--- src/rtl/vga_pkg.sv ---
// Default 640x480@60 timing constants, sync polarity constants and a small helper
// shared by the VGA timing generator and its axis counters.
package vga_pkg;

  localparam int DEF_H_SYNC   = 96;
  localparam int DEF_H_BP     = 48;
  localparam int DEF_H_ACTIVE = 640;
  localparam int DEF_H_FP     = 16;

  localparam int DEF_V_SYNC   = 2;
  localparam int DEF_V_BP     = 29;
  localparam int DEF_V_ACTIVE = 480;
  localparam int DEF_V_FP     = 10;

  localparam bit POL_LOW  = 1'b0;
  localparam bit POL_HIGH = 1'b1;

  function automatic int max_int(input int a, input int b);
    return (a > b) ? a : b;
  endfunction

endpackage

--- src/rtl/vga_axis_counter.sv ---
// Wrapping 0..TOTAL-1 counter with enable; resets to TOTAL-1 so the first enabled
// edge lands on 0. Exposes the next value so the owner can register decoded outputs.
module vga_axis_counter #(
  parameter int TOTAL = 800,
  parameter int W     = $clog2(TOTAL)
) (
  input  logic         clk,
  input  logic         rst_n,
  input  logic         en,
  output logic [W-1:0] nxt,
  output logic         wrap
);

  localparam logic [W-1:0] LAST = W'(TOTAL - 1);

  logic [W-1:0] cnt;

  assign wrap = (cnt == LAST);

  always_comb begin
    nxt = cnt;
    if (en) nxt = wrap ? '0 : cnt + 1'b1;
  end

  always_ff @(posedge clk or negedge rst_n) begin
    if (!rst_n) cnt <= LAST;
    else        cnt <= nxt;
  end

endmodule

--- src/rtl/vga_timing_gen.sv ---
// VGA sync/blank/position generator. All outputs are decoded from the counters' next
// values and registered, so they stay aligned. Optional VGA_TIMING_FRAME_CNT_EN adds frame_cnt.
module vga_timing_gen
  import vga_pkg::*;
#(
  parameter int H_SYNC   = DEF_H_SYNC,
  parameter int H_BP     = DEF_H_BP,
  parameter int H_ACTIVE = DEF_H_ACTIVE,
  parameter int H_FP     = DEF_H_FP,
  parameter int V_SYNC   = DEF_V_SYNC,
  parameter int V_BP     = DEF_V_BP,
  parameter int V_ACTIVE = DEF_V_ACTIVE,
  parameter int V_FP     = DEF_V_FP,
  parameter bit HS_POL   = POL_LOW,
  parameter bit VS_POL   = POL_LOW
) (
  input  logic                        clk25,
  input  logic                        rst_n,
  input  logic                        ce,
  output logic                        hsync,
  output logic                        vsync,
  output logic                        vidon,
  output logic [$clog2(H_ACTIVE)-1:0] x,
  output logic [$clog2(V_ACTIVE)-1:0] y,
  output logic                        line_start,
  output logic                        frame_start
`ifdef VGA_TIMING_FRAME_CNT_EN
  ,
  output logic [15:0]                 frame_cnt
`endif
);

  localparam int H_TOTAL = H_SYNC + H_BP + H_ACTIVE + H_FP;
  localparam int V_TOTAL = V_SYNC + V_BP + V_ACTIVE + V_FP;
  localparam int CW      = $clog2(max_int(H_TOTAL, V_TOTAL));
  localparam int XW      = $clog2(H_ACTIVE);
  localparam int YW      = $clog2(V_ACTIVE);

  localparam logic [CW-1:0] H_SE = CW'(H_SYNC);
  localparam logic [CW-1:0] H_VS = CW'(H_SYNC + H_BP);
  localparam logic [CW-1:0] H_VE = CW'(H_SYNC + H_BP + H_ACTIVE);
  localparam logic [CW-1:0] V_SE = CW'(V_SYNC);
  localparam logic [CW-1:0] V_VS = CW'(V_SYNC + V_BP);
  localparam logic [CW-1:0] V_VE = CW'(V_SYNC + V_BP + V_ACTIVE);

  logic [CW-1:0] h_nxt, v_nxt;
  logic          h_wrap, v_wrap;
  logic          h_vis, v_vis;

  vga_axis_counter #(.TOTAL(H_TOTAL), .W(CW)) u_h_cnt (
    .clk(clk25), .rst_n(rst_n), .en(ce), .nxt(h_nxt), .wrap(h_wrap)
  );

  vga_axis_counter #(.TOTAL(V_TOTAL), .W(CW)) u_v_cnt (
    .clk(clk25), .rst_n(rst_n), .en(ce && h_wrap), .nxt(v_nxt), .wrap(v_wrap)
  );

  assign h_vis = (h_nxt >= H_VS) && (h_nxt < H_VE);
  assign v_vis = (v_nxt >= V_VS) && (v_nxt < V_VE);

  // Registers only load on ce, so every output (strobes included) holds while ce=0.
  always_ff @(posedge clk25 or negedge rst_n) begin
    if (!rst_n) begin
      hsync       <= !HS_POL;
      vsync       <= !VS_POL;
      vidon       <= 1'b0;
      x           <= '0;
      y           <= '0;
      line_start  <= 1'b0;
      frame_start <= 1'b0;
    end else if (ce) begin
      hsync       <= (h_nxt < H_SE) ? HS_POL : !HS_POL;
      vsync       <= (v_nxt < V_SE) ? VS_POL : !VS_POL;
      vidon       <= h_vis && v_vis;
      x           <= (h_vis && v_vis) ? XW'(h_nxt - H_VS) : '0;
      y           <= (h_vis && v_vis) ? YW'(v_nxt - V_VS) : '0;
      line_start  <= h_wrap;
      frame_start <= h_wrap && v_wrap;
    end
  end

`ifdef VGA_TIMING_FRAME_CNT_EN
  always_ff @(posedge clk25 or negedge rst_n) begin
    if (!rst_n)                      frame_cnt <= '0;
    else if (ce && h_wrap && v_wrap) frame_cnt <= frame_cnt + 16'd1;
  end
`endif

endmodule

--- config.mk ---
export PLATFORM = sky130hd
export DESIGN_NAME = vga_timing_gen
export DESIGN_NICKNAME = d
export VERILOG_FILES = /design/src/rtl/vga_pkg.sv /design/src/rtl/vga_axis_counter.sv /design/src/rtl/vga_timing_gen.sv
export SDC_FILE = /design/constraint.sdc
export NUM_CORES = 1
export LEC_CHECK = 0
export BUFFER_PORTS_ARGS = -buffer_cell sky130_fd_sc_hd__buf_4
export CAP_MARGIN = 20
export CORE_UTILIZATION = 50
export DETAILED_ROUTE_END_ITERATION = 7
export GPL_ROUTABILITY_DRIVEN = 0
export PLACE_DENSITY_LB_ADDON = 0.2
export SLEW_MARGIN = 20
export SYNTH_ARGS = -nofsm -noshare
export SYNTH_HDL_FRONTEND = slang
export SYNTH_SLANG_ARGS = --single-unit
export TNS_END_PERCENT = 100
--- constraint.sdc ---
create_clock -name clk25 -period 6.8 [get_ports clk25]
set_clock_uncertainty 0.1 [all_clocks]
set_input_delay 0 -clock clk25 [delete_from_list [all_inputs] [get_ports clk25]]
set_output_delay 0 -clock clk25 [all_outputs]
set_load 0.03 [all_outputs]
[After elaboration in Yosys (flattened, before gate mapping)]
Index checks and enable logic that the tools add are counted.
Storage, ports and cells
  logic and storage cells: 34
  latch bits: 0
  RAM bits: 0
  bits in registers: 44
  memory bits (read-only): 0
  memories kept: 0
  output and inout port bits: 24
  bits of input ports: 3
Operators by class
  add/subtract/negate cells: 4
  mux-type cells: 8
  magnitude comparators: 6
  shifts and indexed selects: 0
  eq/ne operators: 2
  divide/modulo/power cells: 0
  multipliers: 0
  bitwise logic cells: 0
  reduce and logical (&&, ||, !) cells: 5
Operator list (count)
  $mux 10: 5
  $add 10x1->10 const B: 2
  $eq 10x10->1 const B: 2
  $ge 10x5->1 const B: 1
  $ge 10x8->1 const B: 1
  $lt 10x10->1 const B: 1
  $lt 10x2->1 const B: 1
  $lt 10x7->1 const B: 1
  $lt 10x9->1 const B: 1
  $sub 10x8->10 const B: 1
  $mux 9: 1
  $sub 9x5->9 const B: 1
  $logic_and 1x1->1: 5
  $mux 1: 2

[Longest topological paths before layout]
  depth in word-level cells: 7
  mapped depth: 13
  mapped depth without buffers: 12

[Hierarchy]
From an unflattened synthesis, not the netlist that was laid out.
Second synthesis, totals
  cell total of the unflattened synthesis: 229
  area, all modules: 2348.5 sq um
Modules (own cells, without submodules)
  vga_timing_gen: cells an instance 125, area an instance 1270.0 sq um, times used 1, seq. area each 603.1 sq um
  vga_axis_counter (u_h_cnt): cells an instance 52, area an instance 549.3 sq um, times used 1, seq. area each 259.0 sq um
  vga_axis_counter (u_v_cnt): cells an instance 52, area an instance 529.3 sq um, times used 1, seq. area each 252.7 sq um

[Least setup slack after synthesis]
No wires, ideal clock.
  kind: register to register
  from: reg u_h_cnt.cnt[3]
  to: reg x[7]
  arrival time: 3.312 ns
  setup time: 0.110 ns
  clock period less this slack: 3.522 ns
  path buffers: 2
  slack: 3.278 ns
  required time: 6.590 ns
  stages on the path, launching flop included: 13
  cells stage by stage: dfstp_2 -> clkbuf_1 -> nand3_1 -> o21a_1 -> o21ai_0 -> ha_1 -> o221ai_1 -> or3_1 -> o311a_1 -> o211ai_1 -> o211ai_4 -> buf_6 -> o41ai_1
Between the ends
  cells in the longest elaborated chain, start to end: 7
  elaborated cells between the ends (all ways): 15
  classes of those cells: add/sub: 2; order compare: 4; eq/ne: 1; mux: 4; reduce/logical: 4
RTL lines
  start: declaration: line vga_axis_counter.sv:16  | logic [W-1:0] cnt;
  start signal: assignment: line vga_axis_counter.sv:27  | else cnt <= nxt;
  $add 10x1->10 or $eq 10x10->1 (tied branches): line vga_axis_counter.sv:22, vga_axis_counter.sv:18
  $mux 10 or $logic_and 1x1->1 (tied branches): line vga_axis_counter.sv:22, vga_timing_gen.sv:55
  $mux 10: line vga_axis_counter.sv:22  | if (en) nxt = wrap ? '0 : cnt + 1'b1;
  $ge 10x8->1, or another cell as far along: line vga_timing_gen.sv:58  | assign h_vis = (h_nxt >= H_VS) && (h_nxt < H_VE);
  $logic_and 1x1->1 (on tied branches): line vga_timing_gen.sv:58, vga_timing_gen.sv:59
  $logic_and 1x1->1: line vga_timing_gen.sv:75  | x <= (h_vis && v_vis) ? XW'(h_nxt - H_VS) : '0;
  $mux 10 *: line vga_timing_gen.sv:75
  end signal: assignment: line vga_timing_gen.sv:75
  end: declaration: line vga_timing_gen.sv:23  | output logic [$clog2(H_ACTIVE)-1:0] x,
Mark *: on every way between the ends. The rest lies on a longest branch, timed or not.
A chain may end at the register's enable or synchronous reset.

[Worst setup path in the final report]
  from: reg u_h_cnt.cnt[0]
  to: reg y[8]
Between the ends
  cells in the longest elaborated chain, start to end: 7
  elaborated cells between the ends (all ways): 15
  classes of those cells: add/sub: 2; order compare: 4; eq/ne: 1; mux: 4; reduce/logical: 4
RTL lines
  $add 10x1->10 or $eq 10x10->1 (tied branches): line vga_axis_counter.sv:22, vga_axis_counter.sv:18
  $mux 10 or $logic_and 1x1->1 (tied branches): line vga_axis_counter.sv:22, vga_timing_gen.sv:55
  $mux 10: line vga_axis_counter.sv:22
  $ge 10x8->1, or another cell as far along: line vga_timing_gen.sv:58
  $logic_and 1x1->1 (on tied branches): line vga_timing_gen.sv:58, vga_timing_gen.sv:59
  $logic_and 1x1->1: line vga_timing_gen.sv:76  | y <= (h_vis && v_vis) ? YW'(v_nxt - V_VS) : '0;
  $mux 9 *: line vga_timing_gen.sv:76
  end signal: assignment: line vga_timing_gen.sv:76
  end: declaration: line vga_timing_gen.sv:24  | output logic [$clog2(V_ACTIVE)-1:0] y,
Marked as above.

==> out/results.tsv <==
stage	metric	value	unit
global_route	grt_max_degree	45	
pwr	peakVddDrop	0.000126	V
synthesis	async_flop_share	100	%
global_route	overflow	0	
worst_setup_path	crit_path_frequent_cell	ha_1	
final_layout	layout-drive-gt1-share	18.1	%
cts	numClockSinks	44	
synthesis	ys_seq_area_share	44.0	%
sta	min_period_over_period	57.4	%
die	core	4790	µm²
worst_setup_path	required	6.88	ns
cts	cts_max_level	2	
worst_setup_path	cp_slowest_cell	dfstp_2	
die	die_h	73.2	µm
cts	cts_tree	done	
final_layout	utilization	59.3	%
final_layout	diodes	0	
sta	layout_min_cycle_time	3.90	ns
placed_design	io_buffers	26	
route	drt_first_pass_iters	5	
sta	drv_slew	0	
outcome	status	finished, final reports clean	
synthesis	synthFlopType	dfrtp_1	
sta	timing.fmax	256	MHz
pwr	power_density	218	nW/µm²
sta	setup-tns-final	0	ns
cts	clockBufferDepth	2	
sta	relSlewSlack	48.8	%
sta	worstMarginPinSlew	0.768	ns
synthesis	ys_types	50	
worst_setup_path	cp.arrival	3.98	ns
worst_setup_path	critPathKind	flop to flop	
final_layout	register_area	1110	µm²
sta	final_hold_viol_count	0	
final_layout	fin_nets	295	
cts	cts.clk_slew.worst_paths	0.08	ns
synthesis	ys_seq_elements	44	
route	dr.first_iter.drc_count	337	
global_route	grt_pass1_wl	9.74	mm
cts	cts_buffers	5	
cts	cts.hold.buffers_added	2	
worst_setup_path	end_kind	flop	
job	drv_cap	0	
worst_setup_path	crit_chain	ha_1 > and2_1 > nand4_1 > o21ai_0 > ha_1 > o221ai_1 > or3_1 > o311a_1 > o211ai_1 > o211ai_4 > o41ai_1	
synthesis	synthTopCellsByArea	dfrtp_1 (33%), dfstp_2 (11%), o41ai_1 (4.8%)	
placed_design	placed_area	2740	µm²
global_route	antenna_found_initial	0	
final_layout	nFillCells	434	
synthesis	synth_nets	277	
die	row_count	25	
cts	cts_setup_buffers	0	
global_route	grt_pass1_vias	1953	
worst_setup_path	cp-start-kind	flop	
placed_design	hpwlAfterDp	4.18	mm
worst_setup_path	path_max_fanout	18	
sta	rsz0062_at_grt	false	
route	vias	2166	
route	drc	0	
final_layout	syn2layout_area_growth	12.2	%
global_route	track_usage	24.5	%
route	totalWireLength	6.06	mm
synthesis	synth_edf_count	0	
pwr	p_leak	1.24	nW
final_layout	multi_input_area	1250	µm²
synthesis	ys_warn_count	0	
die	initial_core_util	52.9	%
worst_setup_path	critical_path.max_stage_delay	0.63	ns
pwr	p_total	0.618	mW
synthesis	synthCells	268	
route	drt.antenna.violating_nets	0	
route	wl_per_cell	17.1	µm
min_path	hp-class	primary input to async pin	
die	io_pins	27	
cts	cts_resized	0	
synthesis	synth_area	2530	µm²
synthesis	yosys.area.top_type	dfrtp_1	
synthesis	synth_area_per_cell	9.45	µm²
cts	clockRootBuffer	clkbuf_8	
sta	setup_viol	0	
die	dieWidth	73.2	µm
synthesis	yosys.area.top_type_share	32.6	%
final_layout	design_area	2840	µm²
die	die-area	5350	µm²
cts	clk_latency	0.30	ns
route	via_per_inst	6.12	
## final cells by class
cell class | count | area share [%]
Multi-Input combinational cell | 183 | 43.9
Clock buffer | 7 | 2.69
Inverter | 22 | 2.91
Timing Repair Buffer | 30 | 8.11
Tap cell | 67 | 2.95
Clock inverter | 1 | 0.176
Sequential cell | 44 | 39.3
## per-layer routing
| layer | up-vias | wire length (µm) | GRT usage [%] |
|---|---|---|---|
| met5 | - | 0 | 0 |
| met4 | 0 | 76 | 7.84 |
| met3 | 9 | 347 | 4.83 |
| met2 | 91 | 2550 | 33.7 |
| met1 | 1046 | 3080 | 38.2 |
| li1 | 1020 | - | - |
## final timing paths
check	startpoint	to	slack (ns)	cells after the start
worst max-delay path	u_h_cnt.cnt[0]	y[8]	2.90	11
worst min-delay path	rst_n	u_v_cnt.cnt[4]	0.13	2
worst max register to register	u_h_cnt.cnt[0]	y[8]	2.90	11
worst min register to register	x[6]	x[6]	0.39	2
max in group asynchronous	rst_n	hsync	6.06	2
min in group clk25	x[6]	x[6]	0.39	2
## stage by stage
stage	hold WS, ns	cells	setup slack [ns]
3_3_place_gp	-0.0683	344	3.05
4_1_cts	0.153	354	2.91
2_1_floorplan	-0.396	268	3.28
6_report	0.125	354	2.90
5_1_grt	0.177	354	2.56
3_5_place_dp	-0.0686	344	2.95
## worst max-delay path, delay by kind of cell (launching register included)
family	cells	cell delay, ns
AO/OA/AOI/OAI	6	1.67
adder cells (fa/ha/maj)	2	0.53
flip-flops	1	0.63
AND/OR/NAND/NOR	3	0.84
## report_power, final
group	switching (mW)	internal, mW	leakage [nW]
logic	0.0854	0.0502	0.637
clock network	0.0873	0.0722	0.0422
registers	0.0347	0.289	0.565
total	0.207	0.411	1.24
## cells in the final DEF (no fill, tap or decap), types with 3 or more instances in the layout
cell type  Yosys  layout
o32ai_1        5       5
and3_1         4       4
o41ai_1       14      14
buf_4          0      28
xor2_1         9       9
nand4_1       10      10
dfstp_2       11      11
nor4_1         7       7
dfrtp_1       33      33
o211ai_1       3       3
a211oi_1       3       3
nand3_1       13      13
o21ai_0        9       9
clkbuf_8       0       5
a21oi_1        7       7
xnor2_1       12      12
nand2_1       27      27
a22o_1         4       4
nor2_1         9       9
or3_1          5       5
or4_4          3       3
nor3_1         5       5
inv_1         21      21
ha_1           6       6
## cell usage after synthesis, types with 9 or more instances
master and n:
nand4_1 10, dfstp_2 11, nand3_1 13, clkbuf_1 15, xnor2_1 12, inv_1 21, dfrtp_1 33, xor2_1 9
nand2_1 27, nor2_1 9, o21ai_0 9, o41ai_1 14
## kinds of logic after synthesis
kind of cell / Yosys count / share of synthesized area (%)
and+or+nand+nor: 94 / 19.9
xor gates and xnor gates: 21 / 7.26
buffers and inverters: 41 / 6.72
muxes: 1 / 0.395
AOI/OAI and AO/OA: 61 / 18.7
adders and majority gates: 6 / 2.96
DFF: 44 / 44.0
## sequential cells by signal (all words and copies together) (netlist names)
signal,flops
frame_start,1
hsync,1
line_start,1
u_h_cnt.cnt,10
u_v_cnt.cnt,10
vidon,1
vsync,1
x,10
y,9
(Power assumes the default switching activity.)
